### src/rtl/hs_bridge_pkg.sv
// Purpose: shared types, legal parameter ranges and a range-check helper for the high-score RAM bridge.
// Latency: n/a (declarations only).
// Backpressure: n/a (declarations only).
package hs_bridge_pkg;

    localparam int RD_LAT_MAX = 3;
    localparam int GUARD_MAX  = 15;
    localparam int CNT_W      = 4;   // wide enough for GUARD_MAX and RD_LAT_MAX

    typedef enum logic [2:0] {
        ST_IDLE,
        ST_HALT_WAIT,
        ST_SETTLE,
        ST_OWN,
        ST_DRAIN
    } hs_state_t;

    // Evaluated at elaboration against the bridge parameters.
    function automatic bit params_ok(input int rd_lat, input int guard);
        return (rd_lat >= 1) && (rd_lat <= RD_LAT_MAX) &&
               (guard >= 0) && (guard <= GUARD_MAX);
    endfunction

endpackage

### src/rtl/hs_ram_bridge_if.sv
// Purpose: bundles the initiator handshake, CPU bus and work-RAM port seen by hs_ram_bridge.
// Latency: n/a (wiring only).
// Backpressure: n/a; hs_ready/cpu_pause_req carry the ownership handshake.
// Modports: slave = bridge view, master = surrounding core (initiator, CPU decode, RAM).
interface hs_ram_bridge_if #(
    parameter int AW = 11,
    parameter int DW = 8
);
    logic          hs_access;
    logic [AW-1:0] hs_address;
    logic [DW-1:0] hs_data_in;
    logic          hs_write;
    logic [DW-1:0] hs_data_out;
    logic          hs_ready;
    logic          hs_abort;
    logic          cpu_pause_req;
    logic          cpu_halted;
    logic [AW-1:0] cpu_addr;
    logic [DW-1:0] cpu_dout;
    logic          cpu_we;
    logic [DW-1:0] cpu_din;
    logic [AW-1:0] ram_addr;
    logic [DW-1:0] ram_din;
    logic          ram_we;
    logic [DW-1:0] ram_dout;

    modport slave (
        input  hs_access, hs_address, hs_data_in, hs_write,
        input  cpu_halted, cpu_addr, cpu_dout, cpu_we,
        input  ram_dout,
        output hs_data_out, hs_ready, hs_abort,
        output cpu_pause_req, cpu_din,
        output ram_addr, ram_din, ram_we
    );

    modport master (
        output hs_access, hs_address, hs_data_in, hs_write,
        output cpu_halted, cpu_addr, cpu_dout, cpu_we,
        output ram_dout,
        input  hs_data_out, hs_ready, hs_abort,
        input  cpu_pause_req, cpu_din,
        input  ram_addr, ram_din, ram_we
    );
endinterface

### src/rtl/hs_rd_pipe.sv
// Purpose: tracks which RAM reads were issued by the initiator and registers their data for it.
// Latency: address issued at k -> o_data updated at k+RD_LAT+1.
// Backpressure: none; output holds its value when no initiator read is completing.
// Ports: clk_sys/reset_n, i_issue (read issued in OWN), i_ram_dout (RAM read data), o_data.
module hs_rd_pipe #(
    parameter int DW     = 8,
    parameter int RD_LAT = 1
) (
    input  logic          clk_sys,
    input  logic          reset_n,
    input  logic          i_issue,
    input  logic [DW-1:0] i_ram_dout,
    output logic [DW-1:0] o_data
);

    // r_vld_sr[i] marks that the address issued i+1 cycles ago belonged to the initiator;
    // the top bit lines up with the RAM returning that address's data.
    logic [RD_LAT-1:0] r_vld_sr;
    logic [DW-1:0]     r_data;

    generate
        if (RD_LAT == 1) begin : g_sr1
            always_ff @(posedge clk_sys) begin
                if (!reset_n) begin
                    r_vld_sr <= '0;
                end else begin
                    r_vld_sr <= i_issue;
                end
            end
        end else begin : g_srn
            always_ff @(posedge clk_sys) begin
                if (!reset_n) begin
                    r_vld_sr <= '0;
                end else begin
                    r_vld_sr <= {r_vld_sr[RD_LAT-2:0], i_issue};
                end
            end
        end
    endgenerate

    always_ff @(posedge clk_sys) begin
        if (!reset_n) begin
            r_data <= '0;
        end else if (r_vld_sr[RD_LAT-1]) begin
            r_data <= i_ram_dout;
        end
    end

    assign o_data = r_data;

endmodule

### src/rtl/hs_ram_bridge.sv
// Purpose: hands the shared work-RAM port from the game CPU to the high-score initiator and back.
// Latency: pause 1 cycle after hs_access; grant GUARD+1 after halt ack; read data RD_LAT+1 after address.
// Backpressure: initiator waits on hs_ready; CPU is stalled through cpu_pause_req until the port is returned.
// Ports: clk_sys/reset_n plus bus (slave modport) carrying hs_* initiator, cpu_* CPU bus and ram_* RAM port.
module hs_ram_bridge
    import hs_bridge_pkg::*;
#(
    parameter int AW     = 11,
    parameter int DW     = 8,
    parameter int RD_LAT = 1,
    parameter int GUARD  = 2
) (
    input  logic          clk_sys,
    input  logic          reset_n,
    hs_ram_bridge_if.slave bus
);

    generate
        if (!params_ok(RD_LAT, GUARD)) begin : g_bad_param
            $error("hs_ram_bridge: RD_LAT must be 1..%0d and GUARD 0..%0d", RD_LAT_MAX, GUARD_MAX);
        end
    endgenerate

    localparam logic [CNT_W-1:0] GUARD_LOAD = CNT_W'((GUARD > 0) ? GUARD - 1 : 0);
    localparam logic [CNT_W-1:0] DRAIN_LOAD = CNT_W'(RD_LAT - 1);

    hs_state_t        r_state;
    hs_state_t        w_state_nxt;
    logic [CNT_W-1:0] r_cnt;
    logic [CNT_W-1:0] w_cnt_nxt;
    logic             r_abort;
    logic             w_abort_set;
    logic [DW-1:0]    r_cpu_hold;
    logic             w_cpu_own;
    logic             w_own;

    // ---------------- state register ----------------
    always_ff @(posedge clk_sys) begin
        if (!reset_n) begin
            r_state <= ST_IDLE;
            r_cnt   <= '0;
            r_abort <= 1'b0;
        end else begin
            r_state <= w_state_nxt;
            r_cnt   <= w_cnt_nxt;
            if (w_abort_set) begin
                r_abort <= 1'b1;
            end
        end
    end

    // ---------------- next state ----------------
    always_comb begin
        w_state_nxt = r_state;
        w_cnt_nxt   = r_cnt;
        w_abort_set = 1'b0;
        case (r_state)
            ST_IDLE: begin
                if (bus.hs_access) begin
                    w_state_nxt = ST_HALT_WAIT;
                end
            end
            ST_HALT_WAIT: begin
                if (!bus.hs_access) begin
                    w_state_nxt = ST_IDLE;
                end else if (bus.cpu_halted) begin
                    if (GUARD == 0) begin
                        w_state_nxt = ST_OWN;
                    end else begin
                        w_state_nxt = ST_SETTLE;
                        w_cnt_nxt   = GUARD_LOAD;
                    end
                end
            end
            ST_SETTLE: begin
                if (!bus.hs_access) begin
                    w_state_nxt = ST_DRAIN;
                    w_cnt_nxt   = DRAIN_LOAD;
                end else if (r_cnt == '0) begin
                    w_state_nxt = ST_OWN;
                end else begin
                    w_cnt_nxt = r_cnt - 1'b1;
                end
            end
            ST_OWN: begin
                // Losing the halt wins over a normal release so the abort is never missed.
                if (!bus.cpu_halted) begin
                    w_state_nxt = ST_DRAIN;
                    w_cnt_nxt   = DRAIN_LOAD;
                    w_abort_set = 1'b1;
                end else if (!bus.hs_access) begin
                    w_state_nxt = ST_DRAIN;
                    w_cnt_nxt   = DRAIN_LOAD;
                end
            end
            ST_DRAIN: begin
                // hs_access is deliberately ignored here; a new request is taken from IDLE.
                if (r_cnt == '0) begin
                    w_state_nxt = ST_IDLE;
                end else begin
                    w_cnt_nxt = r_cnt - 1'b1;
                end
            end
            default: begin
                w_state_nxt = ST_IDLE;
                w_cnt_nxt   = '0;
            end
        endcase
    end

    // ---------------- port muxing (Moore on r_state) ----------------
    assign w_cpu_own = (r_state == ST_IDLE) || (r_state == ST_HALT_WAIT);
    assign w_own     = (r_state == ST_OWN);

    assign bus.ram_addr = w_cpu_own ? bus.cpu_addr : bus.hs_address;
    assign bus.ram_din  = w_cpu_own ? bus.cpu_dout : bus.hs_data_in;
    // Writes are gated by reset_n so a reset landing mid-OWN cannot corrupt RAM,
    // and by cpu_halted so the cycle the CPU escapes its halt never writes.
    assign bus.ram_we   = reset_n &&
                          (w_cpu_own ? bus.cpu_we
                                     : (w_own && bus.hs_write && bus.cpu_halted));

    assign bus.cpu_pause_req = (r_state != ST_IDLE);
    assign bus.hs_ready      = w_own;
    assign bus.hs_abort      = r_abort;

    // CPU sees live RAM data while it owns the port, otherwise the last value it could read.
    always_ff @(posedge clk_sys) begin
        if (!reset_n) begin
            r_cpu_hold <= '0;
        end else if (w_cpu_own) begin
            r_cpu_hold <= bus.ram_dout;
        end
    end

    assign bus.cpu_din = w_cpu_own ? bus.ram_dout : r_cpu_hold;

    hs_rd_pipe #(
        .DW     (DW),
        .RD_LAT (RD_LAT)
    ) u_rd_pipe (
        .clk_sys    (clk_sys),
        .reset_n    (reset_n),
        .i_issue    (w_own),
        .i_ram_dout (bus.ram_dout),
        .o_data     (bus.hs_data_out)
    );

endmodule

### src/flat_wrapper.sv
// flat-port wrapper written by rule: the top's interface ports become plain ports
module hs_ram_bridge_flat import hs_bridge_pkg::*;
#(
    parameter int AW     = 11,
    parameter int DW     = 8,
    parameter int RD_LAT = 1,
    parameter int GUARD  = 2
)
  (clk_sys, reset_n, bus_hs_access, bus_hs_address, bus_hs_data_in, bus_hs_write, bus_cpu_halted, bus_cpu_addr, bus_cpu_dout, bus_cpu_we, bus_ram_dout, bus_hs_data_out, bus_hs_ready, bus_hs_abort, bus_cpu_pause_req, bus_cpu_din, bus_ram_addr, bus_ram_din, bus_ram_we);
  hs_ram_bridge_if #(.AW(AW), .DW(DW)) bus_i ();
  input  logic clk_sys;
  input  logic reset_n;
  input wire logic [$bits(bus_i.hs_access)-1:0] bus_hs_access;
  input wire logic [$bits(bus_i.hs_address)-1:0] bus_hs_address;
  input wire logic [$bits(bus_i.hs_data_in)-1:0] bus_hs_data_in;
  input wire logic [$bits(bus_i.hs_write)-1:0] bus_hs_write;
  input wire logic [$bits(bus_i.cpu_halted)-1:0] bus_cpu_halted;
  input wire logic [$bits(bus_i.cpu_addr)-1:0] bus_cpu_addr;
  input wire logic [$bits(bus_i.cpu_dout)-1:0] bus_cpu_dout;
  input wire logic [$bits(bus_i.cpu_we)-1:0] bus_cpu_we;
  input wire logic [$bits(bus_i.ram_dout)-1:0] bus_ram_dout;
  output wire logic [$bits(bus_i.hs_data_out)-1:0] bus_hs_data_out;
  output wire logic [$bits(bus_i.hs_ready)-1:0] bus_hs_ready;
  output wire logic [$bits(bus_i.hs_abort)-1:0] bus_hs_abort;
  output wire logic [$bits(bus_i.cpu_pause_req)-1:0] bus_cpu_pause_req;
  output wire logic [$bits(bus_i.cpu_din)-1:0] bus_cpu_din;
  output wire logic [$bits(bus_i.ram_addr)-1:0] bus_ram_addr;
  output wire logic [$bits(bus_i.ram_din)-1:0] bus_ram_din;
  output wire logic [$bits(bus_i.ram_we)-1:0] bus_ram_we;
  assign bus_i.hs_access = bus_hs_access;
  assign bus_i.hs_address = bus_hs_address;
  assign bus_i.hs_data_in = bus_hs_data_in;
  assign bus_i.hs_write = bus_hs_write;
  assign bus_i.cpu_halted = bus_cpu_halted;
  assign bus_i.cpu_addr = bus_cpu_addr;
  assign bus_i.cpu_dout = bus_cpu_dout;
  assign bus_i.cpu_we = bus_cpu_we;
  assign bus_i.ram_dout = bus_ram_dout;
  assign bus_hs_data_out = bus_i.hs_data_out;
  assign bus_hs_ready = bus_i.hs_ready;
  assign bus_hs_abort = bus_i.hs_abort;
  assign bus_cpu_pause_req = bus_i.cpu_pause_req;
  assign bus_cpu_din = bus_i.cpu_din;
  assign bus_ram_addr = bus_i.ram_addr;
  assign bus_ram_din = bus_i.ram_din;
  assign bus_ram_we = bus_i.ram_we;
  hs_ram_bridge #(.AW(AW), .DW(DW), .RD_LAT(RD_LAT), .GUARD(GUARD)) u_core (.clk_sys(clk_sys), .reset_n(reset_n), .bus(bus_i));
endmodule
### config.mk
export PLATFORM = sky130hd
export DESIGN_NAME = hs_ram_bridge_flat
export DESIGN_NICKNAME = d
export VERILOG_FILES = /design/src/rtl/hs_bridge_pkg.sv /design/src/rtl/hs_ram_bridge_if.sv /design/src/rtl/hs_rd_pipe.sv /design/src/rtl/hs_ram_bridge.sv /design/src/flat_wrapper.sv
export SDC_FILE = /design/constraint.sdc
export NUM_CORES = 1
export LEC_CHECK = 0
export BUFFER_PORTS_ARGS = -buffer_cell sky130_fd_sc_hd__buf_2
export CAP_MARGIN = 20
export CELL_PAD_IN_SITES_DETAIL_PLACEMENT = 0
export CELL_PAD_IN_SITES_GLOBAL_PLACEMENT = 1
export CORE_MARGIN = 2
export CORE_UTILIZATION = 26
export DETAILED_ROUTE_END_ITERATION = 7
export HOLD_SLACK_MARGIN = 0.12
export PLACE_DENSITY_LB_ADDON = 0.3
export SLEW_MARGIN = 15
export SYNTH_ARGS = -nofsm -noshare
export SYNTH_HDL_FRONTEND = slang
export SYNTH_SLANG_ARGS = --single-unit
### constraint.sdc
create_clock -name clk_sys -period 1.7 [get_ports clk_sys]
set_clock_uncertainty 0.15 [all_clocks]
set_input_delay 0.34 -clock clk_sys [delete_from_list [all_inputs] [get_ports clk_sys]]
set_output_delay 0.34 -clock clk_sys [all_outputs]
set_load 0.1 [all_outputs]
# Word-level counts from Yosys, hierarchy flattened
# Index checks and enable logic that the tools add are counted.
# Widths: inputs -> output; s select.
word_totals:
  in_bits: 52
  register_bits: 25
  elab_cells: 50
op_classes:
  eq_ne: 11
  n_reduce_logical: 9
  n_bitwise: 1
  add_sub_neg: 1
  n_mux: 22
op_table:
  columns: ["operator", "count"]
  rows:
  - ["$mux 3", 8]
  - ["$mux 4", 6]
  - ["$pmux 4 s5", 1]
  - ["$mux 8", 2]
  - ["$pmux 3 s5", 1]
  - ["$mux 11", 1]
  - ["$eq 3x2->1 const B", 2]
  - ["$ne 2x2->1 const B", 3]
  - ["$ne 3x3->1 const B", 2]
  - ["$reduce_and 5->1", 1]
  - ["$logic_not 4->1", 1]
  - ["$reduce_and 4->1", 1]
  - ["$sub 4x1->4 const B", 1]
  - ["$eq 3x1->1 const B", 1]
  - ["$eq 3x3->1 const B", 1]
  - ["$logic_and 1x1->1", 3]
  - ["$logic_not 3->1", 1]
  - ["$mux 1", 3]
  - ["$ne 3x2->1 const B", 1]
  - ["$reduce_bool 3->1", 1]
  - ["$ne 2x1->1 const B", 1]
  - ["$logic_or 1x1->1", 1]
  - ["$not 1->1", 1]

# Longest topological paths before layout
# Gate-level depths: netlist of the first run.
depth:
  depth_word: 5
  depth_mapped: 6

# By module
# Synthesis of the first run repeated with hierarchy kept, for this count alone.
unflattened:
  hier_cells: 137
  area_unflattened_um2: 1396.3
modules_own_cells:
  columns: ["mod", "cells_each", "area_each_um2", "n_inst"]
  rows:
  - ["hs_ram_bridge", 110, 1068.5, 1]
  - ["hs_rd_pipe", 27, 327.8, 1]

# Worst setup path after synthesis of the first run
# Ideal clock, no wire load.
synth_timing:
  path_kind: "reg-to-output"
  start: "register u_core.r_state[1]"
  end: "output port bus_ram_we"
  path_stages_with_launch: 6
  path_buffers: 1
  setup_slack_ps: -2228
  t_arrival_ps: 3438
  t_required_ps: 1210
  path_cell_list: "dfxtp_1 > buf_6 > nand2_1 > nor2_1 > a32oi_1 > nor2b_1"
synth_via:
  elab_chain_cells: 5
  elab_cells_between_ends: 8
synth_rtl:
  columns: ["element", "line_no", "source"]
  rows:
  - ["start: declaration", "hs_ram_bridge.sv:27", "hs_state_t r_state;"]
  - ["start signal: assignment", "hs_ram_bridge.sv:44", "r_state <= w_state_nxt;"]
  - ["$eq 3x2->1", "hs_ram_bridge.sv:113", "assign w_own = (r_state == ST_OWN);"]
  - ["via bus_hs_ready", "flat_wrapper.sv:23", "output wire logic [$bits(bus_i.hs_ready)-1:0] bus_hs_ready;"]
  - ["$logic_and 1x1->1 (2 in a row)", "hs_ram_bridge.sv:121", ": (w_own && bus.hs_write && bus.cpu_halted));"]
  - ["$mux 1", "hs_ram_bridge.sv:120", "(w_cpu_own ? bus.cpu_we"]
  - ["$logic_and 1x1->1", "hs_ram_bridge.sv:119", "assign bus.ram_we = reset_n &&"]
  - ["end: declaration", "flat_wrapper.sv:29", "output wire logic [$bits(bus_i.ram_we)-1:0] bus_ram_we;"]
# The timed path passes the listed nets, and every way through them passes these cells.

# Worst setup path in the final report of the first run
layout_timing:
  start: "register u_core.r_state[2]"
  end: "output port bus_ram_addr[7]"
layout_via:
  elab_chain_cells: 3
  elab_cells_between_ends: 4
layout_rtl:
  columns: ["element", "line_no", "source"]
  rows:
  - ["$eq 3x1->1 / $logic_not 3->1 (equally long branches)", "hs_ram_bridge.sv:112", "assign w_cpu_own = (r_state == ST_IDLE) || (r_state == ST_HALT_WAIT);"]
  - ["$logic_or 1x1->1 (*)", "hs_ram_bridge.sv:112", null]
  - ["$mux 11 (*)", "hs_ram_bridge.sv:115", "assign bus.ram_addr = w_cpu_own ? bus.cpu_addr : bus.hs_address;"]
  - ["end: declaration", "flat_wrapper.sv:27", "output wire logic [$bits(bus_i.ram_addr)-1:0] bus_ram_addr;"]
# Mark *: on every way between the ends. The rest lies on a longest branch, timed or not.

==> results.cfg, run 1 <==
[logic_synthesis]
ys_ff_latch = 25
synthArstFlopShare_pct = 0
ys_types = 36
syn_inst = 131
synth.area.top_cells = dfxtp_1, mux2_1, mux2_4
synth_top_cell_area_share_pct = 36.5
ys.flop_type = dfxtp_1
ys_seq_area_share_pct = 36.5
syn_area_per_cell_um2 = 10.5
synth_nets = 184
syn_area_um2 = 1370
synth_warnings = 0
synth-edff-count = 0
yosysTopAreaCell = dfxtp_1

[run_status]
status = finished, violations left
violations = negative setup slack

[sta]
slew_violations = 0
maxSlewHeadroom_pct = 65.1
fin_crit_ns = 2.05
hold-worst-slack_ns = 0.188
setup_violations = 28
fin_crit_sh_pct = 121
max_freq_ghz = 0.487
setup_ws_ns = -0.354
finalHoldViolations = 0
tightestPinTransition_ns = 0.523
rsz0062_at_grt = true

[routing]
vias = 1324
vias_per_cell = 4.37
ant_nets = 0
drtIter0Drc = 29
drt_wl_total_mm = 4.26
wl_per_cell_um = 14.1
drc = 0
drt_first_pass_iters = 4

[place]
port_buffers = 90
routabilityCongestion = 0.769
place_ws_ns = -0.109
dp_hpwl_mm = 3.28
placement.cell_area_um2 = 2310

[cells_and_area]
final_cell_area_um2 = 2640
n_fill_cell = 450
drive_gt1_share_pct = 64.8
n_antenna_cell = 0
fin_nets = 287
synthToLayoutAreaGrowth_pct = 92.6

[die]
die_x_um = 76.6
die-area_um2 = 5870
num_rows = 26
ioPinCount = 91
design.core.area_um2 = 5110
start_util_pct = 26.8
die_y_um = 76.6

[clock_tree]
insertion_delay_ns = 0.27
clock_path_buffers = 2
path_clk_slew_ns = 0.10
cts_tree = yes
cts_sinks = 25
htreeDepth = 1
cts_buffers = 3
ctsRootBufferMaster = clkbuf_8

[setup_path]
path_cells = nor2_4 > buf_4 > clkbuf_16 > mux2_4 > buf_12
critPathMaxStageDelay_ns = 0.34
crit_arrival_ns = 1.56
critical_path_class = flop to output pin
endpoint_kind = output pin
cp_slowest_cell = dfxtp_2
cp_max_fo = 5
cp.required_ns = 1.21
start_kind = flop

[power_and_ir_drop]
power_density_nw_per_um2 = 675
internal_power_uw = 1090
power_frac_comb_pct = 44.7
swShare_pct = 38.8
power_frac_clock_pct = 21.2
p_seq_share_pct = 34.2
ir_worst_vdd_uv = 319
leakagePower_uw = 0.00127
netSwitchingPower_uw = 691

[grt]
grt_usage_pct = 14.6
grt_overflow = 0
antenna_found_initial = 0
grt_pass1_wl_mm = 6.86
grt_max_degree = 17
grt_pass1_vias = 1337

[worst_hold_path]
hold_path_class = input port to flop

[job]
maxCapViolations = 0
[kinds of logic after synthesis]
kind of cell             synth area share (%)
AO/OA/AOI/OAI                            8.04
XOR/XNOR                                0.639
adder cells (fa/ha/maj)                 0.913
buffers and inverters                    5.02
flip-flops                               36.5
multiplexers                             30.0
AND/OR/NAND/NOR                          18.9
[metrics by stage]
stage,setup TNS (ns),std cells,util (%),total power (uW)
floorplan,-3.47,131,-,1110
global placement,-0.944,294,45.3,1330
detailed placement,-1.41,294,45.3,1330
CTS,-9.04,303,51.8,1800
global route,-9.75,303,51.7,1850
finish,-8.34,303,51.7,1780
[sequential cells by signal, summed over array words and instances, names as in the netlist]
register	flops
u_core.r_cpu_hold	8
u_core.u_rd_pipe.o_data	8
u_core.r_cnt	4
u_core.r_state	3
u_core.bus.hs_abort	1
u_core.u_rd_pipe.r_vld_sr	1
[final timing paths]
path | startpoint | to | slack (ns) | cells past startpoint
min | bus_ram_dout[1] | u_core.u_rd_pipe.o_data[1] | 0.19 | 3
max | u_core.r_state[2] | bus_ram_addr[7] | -0.35 | 5
max reg2reg | u_core.r_state[1] | u_core.r_cnt[3] | 0.10 | 6
min reg2reg | u_core.r_cnt[1] | u_core.r_cnt[1] | 0.33 | 2
[final cells by class]
| cell class | count | area, um2 | area share, % |
|---|---|---|---|
| timing repair buffer | 105 | 1050 | 39.9 |
| multi-input combinational | 95 | 928 | 35.2 |
| sequential | 25 | 504 | 19.1 |
| tap | 70 | 87.6 | 3.32 |
| clock buffer | 3 | 41.3 | 1.56 |
| inverter | 4 | 15.0 | 0.569 |
| clock inverter | 1 | 8.76 | 0.332 |
[power by group through the flow]
stage	Sequential, uW	Clock, uW	Combinational [uW]
floorplan	624	0	483
global placement	622	0	707
finish	609	378	796
detailed placement	622	0	707
global route	611	417	822
CTS	609	395	799
[layout by cell type, fill, tap and decap left out, types with 3 or more instances in the layout]
master,synthesis,routed
a31oi_1,3,3
and2_1,9,9
buf_12,0,30
buf_2,1,60
buf_4,1,9
buf_6,3,4
clkbuf_8,0,3
dfxtp_1,25,22
dfxtp_2,0,3
inv_1,4,4
mux2_4,7,26
mux2i_1,8,8
nand2_1,6,4
nand3b_1,3,3
nor2b_1,10,9
nor3_1,3,3
[Yosys cell counts (all sizes together) (3+ instances only)]
master / n
a31oi: 3
mux2: 27
buf: 5
inv: 4
and2: 9
dfxtp: 25
a21oi: 3
nand2: 7
nor2: 3
nor3: 3
nor2b: 10
nand3b: 3
mux2i: 8
[repair_timing]
| item | in CTS | in global routing |
|---|---|---|
| gates resized for setup | 60 | 5 |
| cloned | 1 | 1 |
| pin swaps | 2 | 3 |
| setup buffers | 4 | 3 |
| hold buffers | 0 | 0 |
| setup endpoints to repair | 29 | 32 |
[per-layer routing]
metal	vias to the layer above	routed length [um]	GRT usage [%]
li1	664	-	-
met1	593	1930	18.5
met2	61	2030	24.3
met3	6	249	3.32
met4	0	53	4.91
met5	-	0	0
[critical path, delay by kind of cell, from the launching register on]
family,cells,cell delay (ns)
buf+inv,3,0.45
flops,1,0.34
mux,1,0.31
simple gates,1,0.18
Note: power is estimated with default switching activity, not from simulation.
==> inputs of run 2 (changes only) <==
--- a/config.mk
+++ b/config.mk
@@ -10,7 +10,7 @@
 export CELL_PAD_IN_SITES_DETAIL_PLACEMENT = 0
 export CELL_PAD_IN_SITES_GLOBAL_PLACEMENT = 1
 export CORE_MARGIN = 2
-export CORE_UTILIZATION = 26
+export CORE_UTILIZATION = 32
 export DETAILED_ROUTE_END_ITERATION = 7
 export HOLD_SLACK_MARGIN = 0.12
 export PLACE_DENSITY_LB_ADDON = 0.3
==> constraint.sdc (replaced) <==
create_clock -name clk_sys -period 2.5 [get_ports clk_sys]
set_clock_uncertainty 0.15 [all_clocks]
set_input_delay 0.5 -clock clk_sys [delete_from_list [all_inputs] [get_ports clk_sys]]
set_output_delay 0.5 -clock clk_sys [all_outputs]
set_load 0.005 [all_outputs]
==> results.cfg, run 2 (synthesis results as in run 1) <==
[run_status]
status = complete, no violations

[sta]
fin_crit_sh_pct = 88.6
finalHoldViolations = 0
slew_violations = 0
fin_crit_ns = 2.21
tightestPinTransition_ns = 0.497
fin_tns_setup_ns = 0
rsz0062_at_grt = false
setup_violations = 0
setup_ws_ns = 0.285
maxSlewHeadroom_pct = 66.8
max_freq_ghz = 0.452

[grt]
grt_usage_pct = 13.4
antenna_found_initial = 0
grt_pass1_wl_mm = 5.33
grt_pass1_vias = 1157
grt_max_degree = 30
grt_overflow = 0

[routing]
vias = 1209
drc = 0
drtIter0Drc = 27
wl_per_cell_um = 12.1
ant_nets = 0
drt_first_pass_iters = 2
vias_per_cell = 4.49
drt_wl_total_mm = 3.26

[power_and_ir_drop]
power_frac_clock_pct = 30.4
ir_worst_vdd_uv = 271
swShare_pct = 24.2
power_frac_comb_pct = 18.1
netSwitchingPower_uw = 194
leakagePower_uw = 0.000900
power_density_nw_per_um2 = 423
p_seq_share_pct = 51.5
internal_power_uw = 609
power_uw = 803

[die]
die_y_um = 69.4
num_rows = 23
die_x_um = 69.4
die-area_um2 = 4820
design.core.area_um2 = 4060
ioPinCount = 91
start_util_pct = 33.8

[clock_tree]
clock_path_buffers = 2
cts_sinks = 25
cts_buffers = 3
cts_resized = 0
postCtsSetupRepairBufs = 0
path_clk_slew_ns = 0.09
hold_buffers = 0
insertion_delay_ns = 0.27
htreeDepth = 1
cts_tree = yes
ctsRootBufferMaster = clkbuf_8

[cells_and_area]
final_cell_mix = buf_2, dfxtp_1, mux2_1
n_antenna_cell = 0
utilization_pct = 46.8
drive_gt1_share_pct = 49.3
final_common_cell = buf_2
fin_nets = 273
synthToLayoutAreaGrowth_pct = 38.7
final_cell_area_um2 = 1900

[job]
maxCapViolations = 0

[setup_path]
cp.required_ns = 1.85
critical_path_class = flop to output pin
r2r_slack_ns = 0.91
start_kind = flop
endpoint_kind = output pin
crit_arrival_ns = 1.56
cp_max_fo = 29

[place]
dp_hpwl_mm = 2.55
placement.cell_area_um2 = 1850
port_buffers = 90
routabilityCongestion = 0.787
place_ws_ns = 0.578

[worst_hold_path]
hold_path_class = flop to flop
[run 2: cell count changes in the layout (fill, tap and decap cells not counted), sizes merged]
cell,previous run,this run
buf,104,91
clkbuf,4,3
clkinvlp,0,1
inv,5,4
[run 2: through the flow]
stage,std cells,hold slack [ns]
final,269,0.323
after global routing,269,0.352
after CTS,269,0.329
after detailed placement,265,0.307
after global placement,265,0.293
after floorplan,131,0.299
[run 2: routing by layer]
| layer | track usage [%] | vias to the layer above | wire length, um |
|---|---|---|---|
| met2 | 23.1 | 41 | 1540 |
| li1 | - | 638 | - |
| met1 | 16.8 | 528 | 1480 |
| met4 | 1.31 | 0 | 7 |
| met3 | 4.51 | 2 | 227 |
| met5 | 0 | - | 0 |
[run 2: worst max-delay path: stages, from the launching register on]
cell and delay [ns]:
dfxtp_1 0.41, nor2_2 0.16, buf_12 0.22, mux2_2 0.36, buf_2 0.13
[run 2: power groups by stage]
stage                     clock network [uW]  registers, uW  logic [uW]
after global placement                     0            423         148
after CTS                                256            413         149
final                                    244            413         146
after floorplan                            0            421        71.4
after detailed placement                   0            423         148
after global routing                     278            415         161
[run 2: final cells by class]
cell class / instances / area [um2]
Clock buffer: 3 / 41.3
Tap cell: 50 / 62.6
Fill cell: 406 / 2160
Timing Repair Buffer: 91 / 470
Multi-Input combinational cell: 95 / 803
Inverter: 4 / 15.0
Clock inverter: 1 / 7.51
Sequential cell: 25 / 500
[run 2: path summary, 6_finish.rpt]
kind,from,endpoint,cells after the start
worst min register to register,u_core.bus.hs_abort,u_core.bus.hs_abort,1
worst max register to register,u_core.r_cnt[0],u_core.r_cnt[0],5
worst min-delay path,u_core.bus.hs_abort,u_core.bus.hs_abort,1
worst max-delay path,u_core.r_state[1],bus_cpu_din[7],4
==> inputs of run 3 (changes only) <==
--- a/config.mk
+++ b/config.mk
@@ -9,7 +9,6 @@
 export CAP_MARGIN = 20
 export CELL_PAD_IN_SITES_DETAIL_PLACEMENT = 0
 export CELL_PAD_IN_SITES_GLOBAL_PLACEMENT = 1
-export CORE_MARGIN = 2
 export CORE_UTILIZATION = 32
 export DETAILED_ROUTE_END_ITERATION = 7
 export HOLD_SLACK_MARGIN = 0.12
==> results.cfg, run 3 (synthesis results as in run 1) <==
[run_status]
status = complete, no violations

[sta]
fin_crit_ns = 2.28
tightestPinTransition_ns = 0.490
rsz0062_at_grt = false
setup_violations = 0
max_freq_ghz = 0.439
slew_violations = 0
setup_ws_ns = 0.221
fin_tns_setup_ns = 0
finalHoldViolations = 0
maxSlewHeadroom_pct = 67.3
fin_crit_sh_pct = 91.2

[place]
place_ws_ns = 0.524
routabilityCongestion = 0.750
port_buffers = 90
dp_hpwl_mm = 2.63

[grt]
use_met1_pct = 18.6
met2_usage_pct = 23.6
antenna_found_initial = 0
grt_pass1_vias = 1063
grt_pass1_wl_mm = 4.89
grt_max_degree = 24
grt_overflow = 0
grt_usage_pct = 14.4
use_met3_pct = 3.89
grt-busiest-layer = met2

[setup_path]
r2r_end = u_core.r_cnt[0]
endpoint_kind = output pin
crit_arrival_ns = 1.63
cp.required_ns = 1.85
r2r_slack_ns = 0.89
start_kind = flop
critical_path_class = flop to output pin
r2r-start = u_core.r_cnt[0]
worst-r2r-cell-count = 5
cp_max_fo = 23

[clock_tree]
hold_buffers = 0
insertion_delay_ns = 0.26
postCtsSetupRepairBufs = 0
path_clk_slew_ns = 0.08
ctsRootBufferMaster = clkbuf_8
cts_tree = yes
cts_buffers = 3
clock_path_buffers = 2
htreeDepth = 1
cts_resized = 0
cts_sinks = 25

[power_and_ir_drop]
p_seq_share_pct = 52.0
swShare_pct = 23.5
leakagePower_uw = 0.000898
power_density_nw_per_um2 = 419
ir_worst_vdd_uv = 344
power_frac_clock_pct = 29.6
internal_power_uw = 608
netSwitchingPower_uw = 187
power_frac_comb_pct = 18.4

[cells_and_area]
n_fill_cell = 402
fin_nets = 274
final_common_cell = buf_2
n_antenna_cell = 0
synthToLayoutAreaGrowth_pct = 38.4
drive_gt1_share_pct = 49.5
final_cell_mix = buf_2, dfxtp_1, mux2_1

[die]
ioPinCount = 91
start_util_pct = 33.8
die_x_um = 67.4
num_rows = 23
die_y_um = 67.4
die-area_um2 = 4550
design.core.area_um2 = 4060

[worst_hold_path]
hold_end = u_core.r_cnt[1]
hold_path_class = flop to flop
holdPathStages = 2
min-delay-start = u_core.r_cnt[1]

[routing]
wl_per_cell_um = 12.0
drtIter0Drc = 54
drt_wl_total_mm = 3.24
drc = 0
ant_nets = 0
vias_per_cell = 4.51
drt_first_pass_iters = 4
vias = 1218

[job]
maxCapViolations = 0
run 3: routing by layer:
metal  wire length (um)  up-vias
met4                 17        0
met3                107        2
met2               1530       22
met5                  0        -
met1               1590      555
li1                   -      639
run 3: worst max path at each step:
stage                            from               to  slack [ns]  depth (start not counted)
floorplan           u_core.r_state[1]  bus_ram_addr[0]        0.62                          5
global placement    u_core.r_state[1]   bus_ram_din[0]        0.54                          4
detailed placement  u_core.r_state[1]   bus_ram_din[4]        0.52                          4
CTS                 u_core.r_state[1]   bus_ram_din[4]        0.22                          4
global route        u_core.r_state[1]   bus_ram_din[4]        0.10                          4
finish              u_core.r_state[1]   bus_ram_din[4]        0.22                          4
run 3: final cells by class:
cell class	count	area [um2]	area share, %
clock inverter	1	7.51	0.396
timing repair buffer	92	465	24.6
tap	50	62.6	3.30
clock buffer	3	41.3	2.18
multi-input combinational	95	803	42.4
inverter	4	15.0	0.792
sequential	25	500	26.4
run 3: power groups by stage:
stage                     sequential, uW  combinational [uW]  clock [uW]
after floorplan                      421                71.4           0
after CTS                            413                 148         247
after detailed placement             423                 147           0
final                                413                 146         235
after global placement               423                 148           0
after global routing                 415                 161         260
run 3: metrics by stage:
stage | util (%) | cell area [um2] | power, uW | std cells | hold WS (ns)
detailed placement | 45.5 | 1850 | 570 | 266 | 0.317
CTS | 46.7 | 1900 | 809 | 270 | 0.330
floorplan | - | 1370 | 492 | 131 | 0.299
global route | 46.7 | 1900 | 836 | 270 | 0.360
global placement | 45.5 | 1850 | 570 | 266 | 0.315
finish | 46.7 | 1900 | 795 | 270 | 0.323
run 3: critical path: stages, from the launching register on:
cell	delay, ns
dfxtp_1	0.41
nor2_2	0.13
buf_4	0.31
mux2_1	0.37
buf_2	0.14
